[src/rtl/ov_stream_pkg.sv]
// Shared definitions for the OV7670-style stream path: FSM states and the
// RGB332 <-> two-byte mapping used by both this transmitter and the capture block.
package ov_stream_pkg;

    localparam int ADDR_W = 15;

    typedef enum logic [2:0] {
        S_IDLE   = 3'd0,
        S_VSYNC  = 3'd1,
        S_VBP    = 3'd2,
        S_LINE   = 3'd3,
        S_HBLANK = 3'd4,
        S_DONE   = 3'd5
    } state_t;

    // byte0 carries R in [6:4] and the top of G in [1:0]; unused bits are 0.
    function automatic logic [7:0] pack_byte0(input logic [7:0] p);
        pack_byte0 = {1'b0, p[7:5], 2'b00, p[4:3]};
    endfunction

    // byte1 carries the low bit of G in [7] and B in [4:3].
    function automatic logic [7:0] pack_byte1(input logic [7:0] p);
        pack_byte1 = {p[2], 2'b00, p[1:0], 3'b000};
    endfunction

    function automatic logic [7:0] unpack_pixel(input logic [7:0] b0, input logic [7:0] b1);
        unpack_pixel = {b0[6:4], b0[1:0], b1[7], b1[4:3]};
    endfunction

endpackage

[src/rtl/ov_stream_tx_if.sv]
// Frame-buffer read port plus the outgoing parallel video stream.
interface ov_stream_tx_if;
    import ov_stream_pkg::*;

    logic              rd_en;
    logic [ADDR_W-1:0] rd_addr;
    logic [7:0]        rd_data;
    logic              Vsync;
    logic              Href;
    logic [7:0]        D;

    modport master (
        output rd_en, rd_addr, Vsync, Href, D,
        input  rd_data
    );

    modport slave (
        input  rd_en, rd_addr, Vsync, Href, D,
        output rd_data
    );

endinterface

[src/rtl/ov_stream_timing.sv]
// Frame/line sequencer: FSM, phase/column/line counters, read strobe and
// address generation, and load strobes that tell the top which byte to drive.
module ov_stream_timing
    import ov_stream_pkg::*;
#(
    parameter int WIDTH   = 160,
    parameter int HEIGHT  = 120,
    parameter int VS_CYC  = 8,
    parameter int VBP_CYC = 4,
    parameter int HB_CYC  = 4
) (
    input  logic              i_clk,
    input  logic              i_rst,
    input  logic              i_enable,
    output logic              o_rd_en,
    output logic [ADDR_W-1:0] o_rd_addr,
    output logic              o_vsync,
    output logic              o_href,
    output logic              o_ld0,
    output logic              o_ld1,
    output logic              o_frame_done,
    output logic              o_busy
);

    localparam int NPIX   = WIDTH * HEIGHT;
    localparam int LW     = $clog2(HEIGHT + 1);
    localparam int CW     = $clog2(2 * WIDTH);
    localparam int PH_MAX = (VS_CYC > VBP_CYC) ? ((VS_CYC > HB_CYC) ? VS_CYC : HB_CYC)
                                               : ((VBP_CYC > HB_CYC) ? VBP_CYC : HB_CYC);
    localparam int PW     = $clog2(PH_MAX + 1);

    localparam logic [ADDR_W-1:0] LAST_ADDR = ADDR_W'(NPIX - 1);
    localparam logic [CW-1:0]     LAST_COL  = CW'(2 * WIDTH - 1);
    localparam logic [CW-1:0]     RD_COL_LIM = CW'(2 * WIDTH - 2);

    state_t            r_state;
    state_t            w_next;
    logic [PW-1:0]     r_cnt;
    logic [CW-1:0]     r_col;
    logic [LW-1:0]     r_line;
    logic [ADDR_W-1:0] r_addr;
    logic              r_vsync;
    logic              r_href;
    logic              w_rd_en;
    logic              w_more;

    assign w_more = (r_line < LW'(HEIGHT));

    always_ff @(posedge i_clk or posedge i_rst) begin
        if (i_rst) r_state <= S_IDLE;
        else       r_state <= w_next;
    end

    always_comb begin
        w_next = r_state;
        unique case (r_state)
            S_IDLE:   if (i_enable) w_next = S_VSYNC;
            S_VSYNC:  if (r_cnt == PW'(VS_CYC - 1)) w_next = S_VBP;
            S_VBP:    if (r_cnt == PW'(VBP_CYC - 1)) w_next = S_LINE;
            S_LINE:   if (r_col == LAST_COL) w_next = S_HBLANK;
            S_HBLANK: if (r_cnt == PW'(HB_CYC - 1)) w_next = w_more ? S_LINE : S_DONE;
            S_DONE:   w_next = i_enable ? S_VSYNC : S_IDLE;
            default:  w_next = S_IDLE;
        endcase
    end

    // Pixel k>0 is fetched on even line cycle 2k-2; pixel 0 two cycles before the line.
    always_comb begin
        w_rd_en = 1'b0;
        unique case (r_state)
            S_VBP:    w_rd_en = (r_cnt == PW'(VBP_CYC - 2));
            S_LINE:   w_rd_en = !r_col[0] && (r_col < RD_COL_LIM);
            S_HBLANK: w_rd_en = w_more && (r_cnt == PW'(HB_CYC - 2));
            default:  w_rd_en = 1'b0;
        endcase
    end

    always_ff @(posedge i_clk or posedge i_rst) begin
        if (i_rst) begin
            r_cnt   <= '0;
            r_col   <= '0;
            r_line  <= '0;
            r_addr  <= '0;
            r_vsync <= 1'b0;
            r_href  <= 1'b0;
        end else begin
            if ((w_next != r_state) || (r_state inside {S_IDLE, S_LINE}))
                r_cnt <= '0;
            else
                r_cnt <= r_cnt + PW'(1);

            if ((r_state == S_LINE) && (w_next == S_LINE))
                r_col <= r_col + CW'(1);
            else
                r_col <= '0;

            if (r_state == S_VSYNC)
                r_line <= '0;
            else if ((r_state == S_LINE) && (w_next == S_HBLANK))
                r_line <= r_line + LW'(1);

            // Address parks at the last pixel after the final read, then clears on DONE.
            if ((r_state == S_VSYNC) || (r_state == S_DONE))
                r_addr <= '0;
            else if (w_rd_en && (r_addr != LAST_ADDR))
                r_addr <= r_addr + ADDR_W'(1);

            r_vsync <= (w_next == S_VSYNC);
            r_href  <= (w_next == S_LINE);
        end
    end

    assign o_rd_en      = w_rd_en;
    assign o_rd_addr    = r_addr;
    assign o_vsync      = r_vsync;
    assign o_href       = r_href;
    assign o_ld0        = (w_next == S_LINE) && ((r_state != S_LINE) || r_col[0]);
    assign o_ld1        = (w_next == S_LINE) && (r_state == S_LINE) && !r_col[0];
    assign o_frame_done = (r_state == S_DONE);
    assign o_busy       = (r_state != S_IDLE);

endmodule

[src/rtl/ov_stream_tx.sv]
// Frame-buffer to OV7670-style stream replayer: timing sequencer plus the
// pixel hold register and two-byte RGB332 packing onto D.
module ov_stream_tx
    import ov_stream_pkg::*;
#(
    parameter int WIDTH   = 160,
    parameter int HEIGHT  = 120,
    parameter int VS_CYC  = 8,
    parameter int VBP_CYC = 4,
    parameter int HB_CYC  = 4
) (
    input  logic            Pclk,
    input  logic            rst,
    input  logic            enable,
    ov_stream_tx_if.master  bus,
    output logic            frame_done,
    output logic            busy
);

    logic              w_rd_en;
    logic [ADDR_W-1:0] w_rd_addr;
    logic              w_vsync;
    logic              w_href;
    logic              w_ld0;
    logic              w_ld1;
    logic [7:0]        r_hold;
    logic [7:0]        r_d;

    ov_stream_timing #(
        .WIDTH   (WIDTH),
        .HEIGHT  (HEIGHT),
        .VS_CYC  (VS_CYC),
        .VBP_CYC (VBP_CYC),
        .HB_CYC  (HB_CYC)
    ) u_timing (
        .i_clk        (Pclk),
        .i_rst        (rst),
        .i_enable     (enable),
        .o_rd_en      (w_rd_en),
        .o_rd_addr    (w_rd_addr),
        .o_vsync      (w_vsync),
        .o_href       (w_href),
        .o_ld0        (w_ld0),
        .o_ld1        (w_ld1),
        .o_frame_done (frame_done),
        .o_busy       (busy)
    );

    // rd_data is only guaranteed on its valid cycle, so byte1 comes from the held copy.
    always_ff @(posedge Pclk) begin
        if (w_ld0) r_hold <= bus.rd_data;
    end

    always_ff @(posedge Pclk or posedge rst) begin
        if (rst)        r_d <= '0;
        else if (w_ld0) r_d <= pack_byte0(bus.rd_data);
        else if (w_ld1) r_d <= pack_byte1(r_hold);
        else            r_d <= '0;
    end

    assign bus.rd_en   = w_rd_en;
    assign bus.rd_addr = w_rd_addr;
    assign bus.Vsync   = w_vsync;
    assign bus.Href    = w_href;
    assign bus.D       = r_d;

endmodule

[src/flat_wrapper.sv]
// flat-port wrapper written by rule: the top's interface ports become plain ports
module ov_stream_tx_flat import ov_stream_pkg::*;
#(
    parameter int WIDTH   = 160,
    parameter int HEIGHT  = 120,
    parameter int VS_CYC  = 8,
    parameter int VBP_CYC = 4,
    parameter int HB_CYC  = 4
)
  (Pclk, rst, enable, frame_done, busy, bus_rd_en, bus_rd_addr, bus_Vsync, bus_Href, bus_D, bus_rd_data);
  ov_stream_tx_if bus_i ();
  input  logic Pclk;
  input  logic rst;
  input  logic enable;
  output logic frame_done;
  output logic busy;
  output wire logic [$bits(bus_i.rd_en)-1:0] bus_rd_en;
  output wire logic [$bits(bus_i.rd_addr)-1:0] bus_rd_addr;
  output wire logic [$bits(bus_i.Vsync)-1:0] bus_Vsync;
  output wire logic [$bits(bus_i.Href)-1:0] bus_Href;
  output wire logic [$bits(bus_i.D)-1:0] bus_D;
  input wire logic [$bits(bus_i.rd_data)-1:0] bus_rd_data;
  assign bus_rd_en = bus_i.rd_en;
  assign bus_rd_addr = bus_i.rd_addr;
  assign bus_Vsync = bus_i.Vsync;
  assign bus_Href = bus_i.Href;
  assign bus_D = bus_i.D;
  assign bus_i.rd_data = bus_rd_data;
  ov_stream_tx #(.WIDTH(WIDTH), .HEIGHT(HEIGHT), .VS_CYC(VS_CYC), .VBP_CYC(VBP_CYC), .HB_CYC(HB_CYC)) u_core (.Pclk(Pclk), .rst(rst), .enable(enable), .bus(bus_i), .frame_done(frame_done), .busy(busy));
endmodule
[config.mk]
export PLATFORM = sky130hd
export DESIGN_NAME = ov_stream_tx_flat
export DESIGN_NICKNAME = d
export VERILOG_FILES = /design/src/rtl/ov_stream_pkg.sv /design/src/rtl/ov_stream_tx_if.sv /design/src/rtl/ov_stream_timing.sv /design/src/rtl/ov_stream_tx.sv /design/src/flat_wrapper.sv
export SDC_FILE = /design/constraint.sdc
export NUM_CORES = 1
export LEC_CHECK = 0
export BUFFER_PORTS_ARGS = -buffer_cell sky130_fd_sc_hd__buf_2
export CORE_MARGIN = 4
export CORE_UTILIZATION = 59
export DETAILED_ROUTE_END_ITERATION = 8
export MAX_ROUTING_LAYER = met4
export PLACE_DENSITY = 0.92
export SLEW_MARGIN = 20
export SYNTH_ARGS = -nofsm -noshare
export SYNTH_HDL_FRONTEND = slang
export SYNTH_SLANG_ARGS = --single-unit
export TNS_END_PERCENT = 20
[constraint.sdc]
create_clock -name Pclk -period 4.8 [get_ports Pclk]
set_clock_uncertainty 0.15 [all_clocks]
set_input_delay 0.96 -clock Pclk [delete_from_list [all_inputs] [get_ports Pclk]]
set_output_delay 0.96 -clock Pclk [all_outputs]
set_load 0.03 [all_outputs]
==> results by group <==
STA
  • Achievable frequency: approximately 330 MHz
  • Setup TNS: 0 ps
  • Worst slew margin: 56.50%
  • Final setup vio count: 0
  • Final Hold Fails: 0
  • Worst-Margin Slew: 651.2 ps
  • RSZ-0062 raised after global routing: false
  • Hold Worst Slack: approximately 330 ps
  • Crit share post-route: 63.15%
  • Final slew viol count: 0
  • Tmin final: 3031 ps

Worst setup path
  • Max stage delay on crit path: about 600 ps
  • Critical Path RT: between 3000 and 4000 ps
  • Worst r2r path cells: 5
  • Worst R2R Setup Slack: 2390 ps
  • Endpoint class of the critical path: output pin
  • Crit path max-delay family: simple AND/OR/NAND/NOR gates
  • Arrival @ worst endpoint: 1920 ps
  • Worst-path maximum fanout: 15
  • RR Endpoint: u_core.u_timing.o_rd_addr[9]
  • Critical R2R Launch: u_core.u_timing.r_state[2]
  • Crit-path slowest cell: nor2b_1
  • Worst-path cell chain: nor2b_1 > and2_1 > buf_2
  • Crit path buf inv count: 1
  • CP Launch Type: flop
  • Critical path type: flop to output pin

Detailed routing
  • Iteration-0 DRC count of the detailed router: between 150 and 200
  • Vias: 1,991
  • Routed WL: 5.241 mm
  • Detail Route Antenna Nets: 0
  • Drt drc: 0
  • Average routed wire per standard cell: 15.64 um
  • TritonRoute pass-1 iters: 4
  • Vias per cell: ~6

Placement
  • Hpwl dp: 3.668 mm
  • Placer Congestion: 0.9085
  • Port bufs: 37

Power
  • Ratio of total power to cell area: between 200 and 250 mW/mm^2
  • Static Leak: 1.396 nW
  • Max rail drop VDD: between 150 and 200 uV

Synth
  • Seq/Total Area, Yosys: about half
  • Netlist area before placement: between 0.002 and 0.003 mm^2
  • Post-Synth XOR/XNOR Area: 5.539%
  • Synth area leaders: dfrtp_1, nand2_1, nor2_1
  • Simple-Gate Fraction of Synth Area: 24.68%
  • Post-synth EDFFs: 3
  • Avg Inst Size Synth: 10.16 um^2
  • Synth Flop Type: dfrtp_1
  • Adder-cell share of the synthesized area: 2.473%
  • Async set-reset flop share out of synthesis: 94.00%
  • Commonest cells post-synth: dfrtp_1, nand2_1, nor2_1
  • Distinct cells, synth: 49
  • Gate Count Post-Synth: approximately 250
  • Leading area contributor after synthesis: dfrtp_1
  • Top-area cell type share of the netlist area: 46.49%
  • Post-synthesis mux area share: 2.770%
  • Post-Syn Nets: 265
  • Compound-Gate Fraction of Synth Area: 11.97%
  • Yosys Warn Count: 0
  • Most numerous cell in the Yosys netlist: dfrtp_1
  • Seq cells post-synth: 50
  • Largest family of logic cells by synthesized area: simple AND/OR/NAND/NOR gates

Die
  • Initial Utilization: 61.91%
  • Rows: 23
  • Die Ht: 73.48 um
  • Core ar.: 0.004086 mm^2
  • # IOs: 39
  • Die X: 73.48 um
  • Die Area: 0.005399 mm^2

Worst hold path
  • Hold path depth: 1
  • WHS Endpoint: u_core.bus.D[7]
  • Min-Delay Path Class: flop to flop
  • HP Start: u_core.r_hold[2]

CTS
  • Worst-path clk slew: 80 ps
  • CTS Hold Bufs: 0
  • CTS Sinks: 50
  • Worst-Skew Late Latency: 310 ps
  • Post-CTS sizing: 0
  • CTS H-tree depth: 2
  • Setup Buffers After CTS: 0
  • Root buffer cell: clkbuf_8
  • CTS tree: done
  • Num CTS Buffers: 5
  • Max Root-Sink Buffers: 2

Global route
  • GRT Util Overall: 21.68%
  • Antenna violations before repair: 0
  • Vias in the first global route: 1,881
  • Largest net degree at the start of global routing: 48
  • First-pass GRT wire length: 8.687 mm
  • Total grt overflow: 0

Run
  • Total of max-cap violations: 0

Cells and area
  • Ant diodes: 0
  • Area grow syn2layout: 12.07%
  • Final nets: 300
  • Fill count: 292
  • Fraction of layout cells with a size suffix above 1: 19.30%

Outcome
  • Status: completed
## worst max-delay path by stage
stage / from / end / depth (start not counted)
floorplan: u_core.u_timing.r_state[0] / frame_done / 4
global placement: u_core.u_timing.r_state[2] / bus_rd_en / 4
CTS: u_core.u_timing.r_state[2] / bus_rd_en / 4
global route: u_core.u_timing.r_state[0] / frame_done / 3
finish: u_core.u_timing.r_state[0] / frame_done / 3
detailed placement: u_core.u_timing.r_state[2] / bus_rd_en / 4
## state kept, by name (all words and copies together), names as in the netlist
signal,count
u_core.u_timing.r_col,9
u_core.r_hold,3
u_core.bus.D,7
u_core.u_timing.r_line,7
u_core.u_timing.r_cnt,4
u_core.u_timing.o_rd_addr,15
u_core.u_timing.o_vsync,1
u_core.u_timing.r_state,3
u_core.u_timing.o_href,1
## metrics by stage
| step | power [mW] | util (%) | cells | area (um^2) | setup WS [ps] |
|---|---|---|---|---|---|
| after global placement | 0.4533 | 67.15 | 327 | 2744 | 2176 |
| final | 0.6969 | 69.38 | 335 | 2835 | 1769 |
| after floorplan | 0.4461 | - | 249 | 2530 | 2298 |
| after global routing | 0.7203 | 69.38 | 335 | 2835 | 1619 |
| after detailed placement | 0.4539 | 67.15 | 327 | 2744 | 2125 |
| after CTS | 0.7018 | 69.38 | 335 | 2835 | 1779 |
## report_power, final
part	leakage (nW)	internal [mW]	total, mW	switching (mW)
clock network	0.0482	0.116	0.252	0.135
registers	0.642	0.426	0.426	0.000441
logic	0.705	0.00527	0.0188	0.0135
total	1.40	0.547	0.697	0.149
## worst register-to-register path, cell delays in order (launching register included)
cell,delay (ps)
dfrtp_1,510
nand4bb_2,390
a311o_4,420
a211oi_4,440
a31oi_1,170
a41o_1,240
## cells in the final DEF, fill, tap and decap left out, types with 4 or more instances in the layout
cell / synthesis / layout
xnor2_1: 6 / 6
a31oi_1: 5 / 5
nor2_1: 27 / 27
xor2_1: 10 / 10
and3_1: 12 / 12
nand4_1: 10 / 10
ha_1: 5 / 5
a21oi_1: 6 / 6
inv_1: 5 / 4
nand3_1: 7 / 7
nor3b_1: 4 / 4
buf_2: 0 / 37
mux2i_1: 7 / 7
o21ai_0: 6 / 6
clkbuf_8: 0 / 6
nand2_1: 27 / 27
nor2b_1: 6 / 6
a41o_1: 5 / 5
dfrtp_1: 47 / 47
## kinds of logic after synthesis
| group | after synthesis |
|---|---|
| AOI/OAI and AO/OA | 39 |
| adders and majority gates | 5 |
| and+or+nand+nor | 116 |
| buffers and inverters | 15 |
| muxes | 7 |
| xor gates and xnor gates | 16 |
| DFF | 50 |
| other | 1 |
## final cells by class
| class | count | area [um^2] | area share [%] |
|---|---|---|---|
| clock buffer | 7 | 86.33 | 3.045 |
| clock inverter | 1 | 5.005 | 0.1765 |
| inverter | 5 | 18.77 | 0.6620 |
| multi-input combinational | 184 | 1204 | 42.45 |
| sequential | 50 | 1266 | 44.66 |
| tap | 50 | 62.56 | 2.207 |
| timing repair buffer | 38 | 192.7 | 6.796 |
## layer usage
metal	vias up	global-route usage (%)	part of all wire, %
met3	7	4.925	5.2
met4	0	8.853	1.6
met2	50	34.65	52
met1	982	26.57	41
met5	-	-	0
li1	952	-	-
(Power assumes the default switching activity.)
